--- src/rtl/uart_receiver.sv ---
`default_nettype none
// ============================================================================
// Module      : uart_receiver
// Description : 8N1 UART receiver with a one-byte valid/ready output buffer.
//               SIn is synchronised through two flops. Each frame bit is
//               sampled near the middle of its symbol by a free-running cycle
//               counter started at the detected start edge.
// Ports       : Clock        - system clock, rising edge
//               Reset        - asynchronous, active-low reset
//               SIn          - asynchronous serial input, idle high
//               DataOut      - received byte, meaningful while DataOutValid=1
//               DataOutValid - byte available in the output buffer
//               DataOutReady - consumer accepts the buffered byte
//               FramingError - one-cycle pulse, stop bit sampled low
//               Overrun      - one-cycle pulse, completed byte dropped
// Revision    : 1.0 - initial release
// ============================================================================
module uart_receiver #(
    parameter int ClockFreq = 50_000_000,
    parameter int BaudRate  = 115_200
) (
    input  logic       Clock,
    input  logic       Reset,
    input  logic       SIn,
    output logic [7:0] DataOut,
    output logic       DataOutValid,
    input  logic       DataOutReady,
    output logic       FramingError,
    output logic       Overrun
);

    localparam int c_SYMBOL_EDGE_TIME = ClockFreq / BaudRate;
    localparam int c_SAMPLE_TIME      = c_SYMBOL_EDGE_TIME / 2;
    localparam int c_LAST_SAMPLE      = c_SAMPLE_TIME + 9 * c_SYMBOL_EDGE_TIME;
    localparam int c_CNT_W            = $clog2(c_LAST_SAMPLE + 1);

    localparam logic [c_CNT_W-1:0] c_SAMPLE_CNT = c_CNT_W'(c_SAMPLE_TIME);
    localparam logic [c_CNT_W-1:0] c_SYMBOL_CNT = c_CNT_W'(c_SYMBOL_EDGE_TIME);
    localparam logic [c_CNT_W-1:0] c_CNT_ONE    = c_CNT_W'(1);

    typedef enum logic [2:0] {
        IDLE      = 3'd0,
        START     = 3'd1,
        DATA      = 3'd2,
        STOP      = 3'd3,
        WAIT_IDLE = 3'd4
    } state_t;

    state_t               r_state;
    logic                 r_sinMeta;
    logic                 r_sinSync;
    logic [c_CNT_W-1:0]   r_count;
    logic [c_CNT_W-1:0]   r_nextSample;
    logic [2:0]           r_bitIdx;
    logic [7:0]           r_shift;
    logic [1:0]           r_settle;
    logic                 w_sample;

    // Sample point of the current frame bit. r_nextSample advances by one
    // symbol after every sample, so no multiplier is needed.
    assign w_sample = (r_count == r_nextSample);

    always_ff @(posedge Clock or negedge Reset) begin
        if (!Reset) begin
            r_sinMeta <= 1'b1;
            r_sinSync <= 1'b1;
        end else begin
            r_sinMeta <= SIn;
            r_sinSync <= r_sinMeta;
        end
    end

    always_ff @(posedge Clock or negedge Reset) begin
        if (!Reset) begin
            r_state      <= IDLE;
            r_count      <= '0;
            r_nextSample <= c_SAMPLE_CNT;
            r_bitIdx     <= 3'd0;
            r_shift      <= 8'h00;
            r_settle     <= 2'd3;
            DataOut      <= 8'h00;
            DataOutValid <= 1'b0;
            FramingError <= 1'b0;
            Overrun      <= 1'b0;
        end else begin
            FramingError <= 1'b0;
            Overrun      <= 1'b0;

            // Consumer handshake; a byte loaded below in the same cycle wins.
            if (DataOutValid && DataOutReady) begin
                DataOutValid <= 1'b0;
            end

            // The synchroniser comes out of reset holding 1, which does not
            // reflect the real line. Hold in WAIT_IDLE until it has flushed so
            // a line that is still low mid-frame cannot be mistaken for idle.
            if (r_settle != 2'd0) begin
                r_settle <= r_settle - 2'd1;
                r_state  <= WAIT_IDLE;
            end else begin
                case (r_state)
                    IDLE: begin
                        if (!r_sinSync) begin
                            r_state      <= START;
                            r_count      <= '0;
                            r_nextSample <= c_SAMPLE_CNT;
                        end
                    end

                    START: begin
                        r_count <= r_count + c_CNT_ONE;
                        if (w_sample) begin
                            r_nextSample <= r_nextSample + c_SYMBOL_CNT;
                            if (r_sinSync) begin
                                r_state <= IDLE;      // glitch, not a start bit
                            end else begin
                                r_state  <= DATA;
                                r_bitIdx <= 3'd0;
                            end
                        end
                    end

                    DATA: begin
                        r_count <= r_count + c_CNT_ONE;
                        if (w_sample) begin
                            r_nextSample <= r_nextSample + c_SYMBOL_CNT;
                            // LSB arrives first, so shift in from the top.
                            r_shift <= {r_sinSync, r_shift[7:1]};
                            if (r_bitIdx == 3'd7) begin
                                r_state <= STOP;
                            end else begin
                                r_bitIdx <= r_bitIdx + 3'd1;
                            end
                        end
                    end

                    STOP: begin
                        r_count <= r_count + c_CNT_ONE;
                        if (w_sample) begin
                            if (r_sinSync) begin
                                if (!DataOutValid || DataOutReady) begin
                                    DataOut      <= r_shift;
                                    DataOutValid <= 1'b1;
                                end else begin
                                    Overrun <= 1'b1;
                                end
                                r_state <= IDLE;
                            end else begin
                                FramingError <= 1'b1;
                                r_state      <= WAIT_IDLE;
                            end
                        end
                    end

                    WAIT_IDLE: begin
                        if (r_sinSync) begin
                            r_state <= IDLE;
                        end
                    end

                    default: begin
                        r_state <= WAIT_IDLE;
                    end
                endcase
            end
        end
    end

endmodule
`default_nettype wire

--- config.mk ---
export PLATFORM = sky130hd
export DESIGN_NAME = uart_receiver
export DESIGN_NICKNAME = d
export VERILOG_FILES = /design/src/rtl/uart_receiver.sv
export SDC_FILE = /design/constraint.sdc
export NUM_CORES = 1
export LEC_CHECK = 0
export CAP_MARGIN = 15
export CORE_UTILIZATION = 56
export DETAILED_ROUTE_END_ITERATION = 8
export DONT_BUFFER_PORTS = 1
export GPL_TIMING_DRIVEN = 0
export PLACE_DENSITY = 0.74
export SYNTH_ARGS = -nofsm -noshare
export SYNTH_HDL_FRONTEND = slang
export SYNTH_SLANG_ARGS = --single-unit
export TNS_END_PERCENT = 100
--- constraint.sdc ---
create_clock -name Clock -period 2.15 [get_ports Clock]
set_input_delay 0.3225 -clock Clock [delete_from_list [all_inputs] [get_ports Clock]]
set_output_delay 0.3225 -clock Clock [all_outputs]
set_load 0.005 [all_outputs]
# After elaboration in Yosys (flattened, before gate mapping)
# Index checks and enable logic that the tools add are counted.
# totals
register_bits,55
output_inout_bits,11
elab_cells,86
# classes
add_sub_neg,4
n_eq_ne,18
n_mux,35
bitwise,1
reduce_logical,16
# op_table
operator,n
$pmux W13 S2,2
$mux W13,3
$mux W3,12
$ne A3 B3 Y1 const B,6
$mux W1,15
$pmux W3 S5,1
$add A13 B1 Y13 const B,1
$add A13 B9 Y13 const B,1
$eq A13 B13 Y1,1
$reduce_and A6 Y1,2
$ne A2 B2 Y1 const B,5
$reduce_bool A2 Y1,4
$eq A3 B2 Y1 const B,2
$eq A3 B3 Y1 const B,2
$pmux W3 S2,1
$reduce_and A3 Y1,2
$reduce_and A5 Y1,1
$reduce_and A4 Y1,1
$add A3 B1 Y3 const B,1
$eq A3 B1 Y1 const B,1
$logic_not A3 Y1,1
$reduce_or A3 Y1,1
$mux W2,1
$ne A2 B1 Y1 const B,1
6 further kinds,6

# Depth between registers and ports, before layout
# logic_depth
ltp_word,7
mapped_depth,8

# Worst setup path before layout
# OpenSTA, ideal clock, no wires.
# synth_timing
path_type,register to register
from,reg r_nextSample[4]
to,reg DataOut[0]
arrival_ns,2.113
path_slack_ns,-0.088
stages_incl_launch_ff,6
synth_period_minus_slack_ns,2.238
path_cell_list,dfstp_2 > xor2_1 > nor4_1 > nand4_2 > nor4b_4 > mux2_2
# synth_via
elab_chain_len,2
# synth_rtl
element,line_no,rtl
"start, declared",53,logic [c_CNT_W-1:0] r_nextSample;
"start signal, assigned",77,r_nextSample <= c_SAMPLE_CNT;
"start signal, assigned",106,r_nextSample <= c_SAMPLE_CNT;
"start signal, assigned",113,r_nextSample <= r_nextSample + c_SYMBOL_CNT;
$eq A13 B13 Y1,61,assign w_sample = (r_count == r_nextSample);
$reduce_and A5 Y1 (no line),--,
"end signal, assigned",142,DataOut <= r_shift;
"end, declared",25,"output logic [7:0] DataOut,"
# Every way passes these cells.
# A chain may end at the register's enable or synchronous reset.

# Worst setup path after layout
# layout_timing
from,reg r_nextSample[7]
to,reg r_bitIdx[0]
# layout_via
elab_chain_len,3
word_cells_on_any_way,4
# layout_rtl
element,line_no,rtl
$eq A13 B13 Y1 (*),61,
$ne A2 B2 Y1 (no line),--,
$reduce_and A6 Y1 (no line) (*),--,
"end signal, assigned",132,r_bitIdx <= r_bitIdx + 3'd1;
"end, declared",54,logic [2:0] r_bitIdx;
# Mark *: on every way between the ends. The rest lies on a longest branch, timed or not.

==> impl_metrics.env <==
export IMPL_arrival_ps=2570
export IMPL_status="finished with violations"
export IMPL_seq_area_um2=1390
export IMPL_post_synth_num_cell_types=43
export IMPL_yosysMostFrequentCell="dfrtp_1"
export IMPL_grt_max_degree=56
export IMPL_setup_ws_ps=-151
export IMPL_p_seq_share_pct=62.5
export IMPL_cp_top_family="simple AND/OR/NAND/NOR gates"
export IMPL_drc_errors=0
export IMPL_core_area_um2=4470
export IMPL_synthTopCellsByCount="dfrtp_1 (46), mux2_2 (17), nor2_1 (17), nand2_1 (15), xor2_1 (14)"
export IMPL_intPower_mw=1.28
export IMPL_slew_headroom_pct=59.4
export IMPL_required_ps=2420
export IMPL_async_reset_ff_share_pct=100
export IMPL_die_y_um=71.4
export IMPL_syn_area_per_cell_um2=10.9
export IMPL_critPathKind="reg2reg"
export IMPL_power_total_mw=1.67
export IMPL_hold_violations=0
export IMPL_ys_flop_type="dfrtp_1"
export IMPL_setup_worst_path_end_class="flop"
export IMPL_dieWidth_um=71.4
export IMPL_critPathBufInv=1
export IMPL_critPathLaunchType="flop"
export IMPL_routed_wl_um=5740
export IMPL_grt_pass1_wl_um=9470
export IMPL_tightest_slew_ps=606
export IMPL_netlist_area_leader_share_pct=42.7
export IMPL_grt_pass1_vias=1958
export IMPL_multi_input_area_um2=1420
export IMPL_p_leak_nw=1.44
export IMPL_routedWlPerCell_um=17.6
export IMPL_synth_edff_count=0
export IMPL_yosysTopAreaCell="dfrtp_1"
export IMPL_gp_congestion=0.814
export IMPL_std_cell_rows=24
export IMPL_finalCritPeriodShare_pct=107
export IMPL_seq_area_frac_synth_pct=51.5
export IMPL_violations="negative setup slack"
export IMPL_pwr_share_comb_pct=2.1
export IMPL_yosys_top_cells_area="dfrtp_1 (43%), dfstp_2 (8.8%), mux2_2 (7.1%)"
export IMPL_setup_tns_ps=-2930
export IMPL_drtPass1Iterations=4
export IMPL_postLayoutCellArea_um2=3260
export IMPL_clkTransAtPathRegs_ps=110
export IMPL_cap_violations=0
export IMPL_drive_above_1_share_pct=29.9
export IMPL_hold_class="in2reg"
export IMPL_root_buffer="clkbuf_8"
export IMPL_min_period_ps=2300
export IMPL_switching_share_pct=23.0
export IMPL_crit_path_top_delay_cell="dfstp_2"
export IMPL_critPathMaxStageDelay_ps=630
export IMPL_port_buffers=0
export IMPL_ant_nets=0
export IMPL_powerDensity_nw_per_um2=512
export IMPL_drv_slew=0
export IMPL_die_area_um2=5090
export IMPL_netlist_area_um2=2690
export IMPL_synthToLayoutAreaGrowth_pct=20.9
export IMPL_synthesis_nets=256
export IMPL_via_per_inst=6.21
export IMPL_rsz0062_at_grt="yes"
export IMPL_fin_nets=282
export IMPL_cts_buffers=5
export IMPL_fmax_ghz=0.435
export IMPL_netSwitchingPower_uw=383
export IMPL_crit_fanout=6
export IMPL_clkPwrFrac_pct=35.5
export IMPL_crit_chain="xor2_1, nor4_2, nand4_2, buf_4, or4b_4, a21bo_2"
export IMPL_ys_ff_latch=55
export IMPL_vias=2024
export IMPL_antennaDiodeCount=0
export IMPL_syn_inst=247
export IMPL_grt_overflow=0
export IMPL_ir_drop_mv=0.367
export IMPL_final_setup_viol_count=26
export IMPL_dpl_hpwl_um=3460
export IMPL_cts_sinks=55
export IMPL_ys_warn_count=0
export IMPL_clk_latency_ps=320
export IMPL_io_pins=15
export IMPL_dpl_cell_area_um2=2770
export IMPL_grt_use_total_pct=24.0
export IMPL_fin_worst_skew_ps=9.90
export IMPL_nFillCells=286
export IMPL_first_iter_violations=205
export IMPL_cts_tree="done"
export IMPL_htreeDepth=2
export IMPL_start_util_pct=60.2
export IMPL_antenna_found_initial=0
export IMPL_cts_path_max_buffers=2
export IMPL_ff2ff_setup_slack_ps=-150
power by group through the flow:
stage | Sequential, mW | Combinational [mW] | Clock (mW)
finish | 1.04 | 0.0343 | 0.591
global route | 1.04 | 0.0399 | 0.628
CTS | 1.04 | 0.0355 | 0.595
detailed placement | 1.06 | 0.00541 | 0
global placement | 1.06 | 0.00525 | 0
floorplan | 1.06 | 0.00469 | 0
flip-flops by register name, indices dropped and copies added, names as in the netlist, 2 cells and up:
register	flops
r_shift	8
r_nextSample	13
r_bitIdx	3
r_state	3
r_settle	2
r_count	13
DataOut	8
through the flow:
step                      utilization, %  setup WS [ps]  hold WS [ps]  cells
final                               72.8           -151           252    326
after global placement              61.8           -355          28.9    299
after floorplan                        -           21.0          26.9    247
after CTS                           69.0           -107           229    321
after detailed placement            61.8           -399          29.2    299
after global routing                72.8           -251           278    326
cell type report:
cell class	count	area share, %
Tap cell	52	2.00
Clock buffer	6	2.23
Clock inverter	2	0.500
Timing Repair Buffer	19	6.23
Inverter	9	1.04
Sequential cell	55	42.7
Buffer	8	1.84
Multi-Input combinational cell	175	43.5
cells by family (layout without fill, tap and decap cells):
kind of cell | after synthesis | after routing | synth area share [%]
and+or+nand+nor | 90 | 90 | 19.0
DFF | 55 | 55 | 51.5
AOI/OAI and AO/OA | 40 | 40 | 10.1
xor gates and xnor gates | 22 | 22 | 7.15
muxes | 18 | 18 | 7.48
buffers and inverters | 17 | 44 | 2.46
adders and majority gates | 5 | 5 | 2.32
cell usage in the layout (no fill, tap or decap), types with 4 or more instances in the layout:
cell type,instances
inv_1,9
dfstp_2,9
a21oi_1,8
nor4_2,4
nand2b_1,5
or4_1,7
xor2_1,14
o21ai_0,9
nor3_1,7
xnor2_1,8
ha_1,4
buf_4,11
mux2_4,16
buf_6,4
nor2_1,17
or3_1,5
nand2_1,14
nand3_1,8
dfrtp_1,45
clkbuf_8,5
repair_timing:
action                     4_1_cts  5_1_grt
hold endpoints to repair        56        0
setup endpoints to repair       44       45
hold buffers                     3        0
pin swaps                        5       14
gates resized for setup         25       32
gates cloned                     0        2
buffers inserted                11        3
path summary, 6_finish.rpt:
check,startpoint,depth (start not counted),end
worst min register to register,r_sinMeta$_DFF_PN1_,0,r_sinSync$_DFF_PN1_
worst max register to register,r_nextSample[7]$_DFFE_PN1P_,6,r_bitIdx[0]$_DFFE_PN0P_
worst min-delay path,DataOutReady,2,Overrun$_DFF_PN0_
max in group asynchronous,Reset,2,r_nextSample[7]$_DFFE_PN1P_
worst max-delay path,r_nextSample[7]$_DFFE_PN1P_,6,r_bitIdx[0]$_DFFE_PN0P_
min in group asynchronous,Reset,2,r_count[12]$_DFFE_PN0P_
metal layers:
layer  wire length, um  global-route usage (%)  vias to the layer above  share of wire (%)
met3               251                    4.50                        9                4.4
met1              2590                    33.8                     1023                 45
met5                 0                       0                        -                  0
met4                80                    8.67                        0                1.4
li1                  -                       -                      943                  -
met2              2820                    37.4                       49                 49
Power figures use the tool's default switching activity.
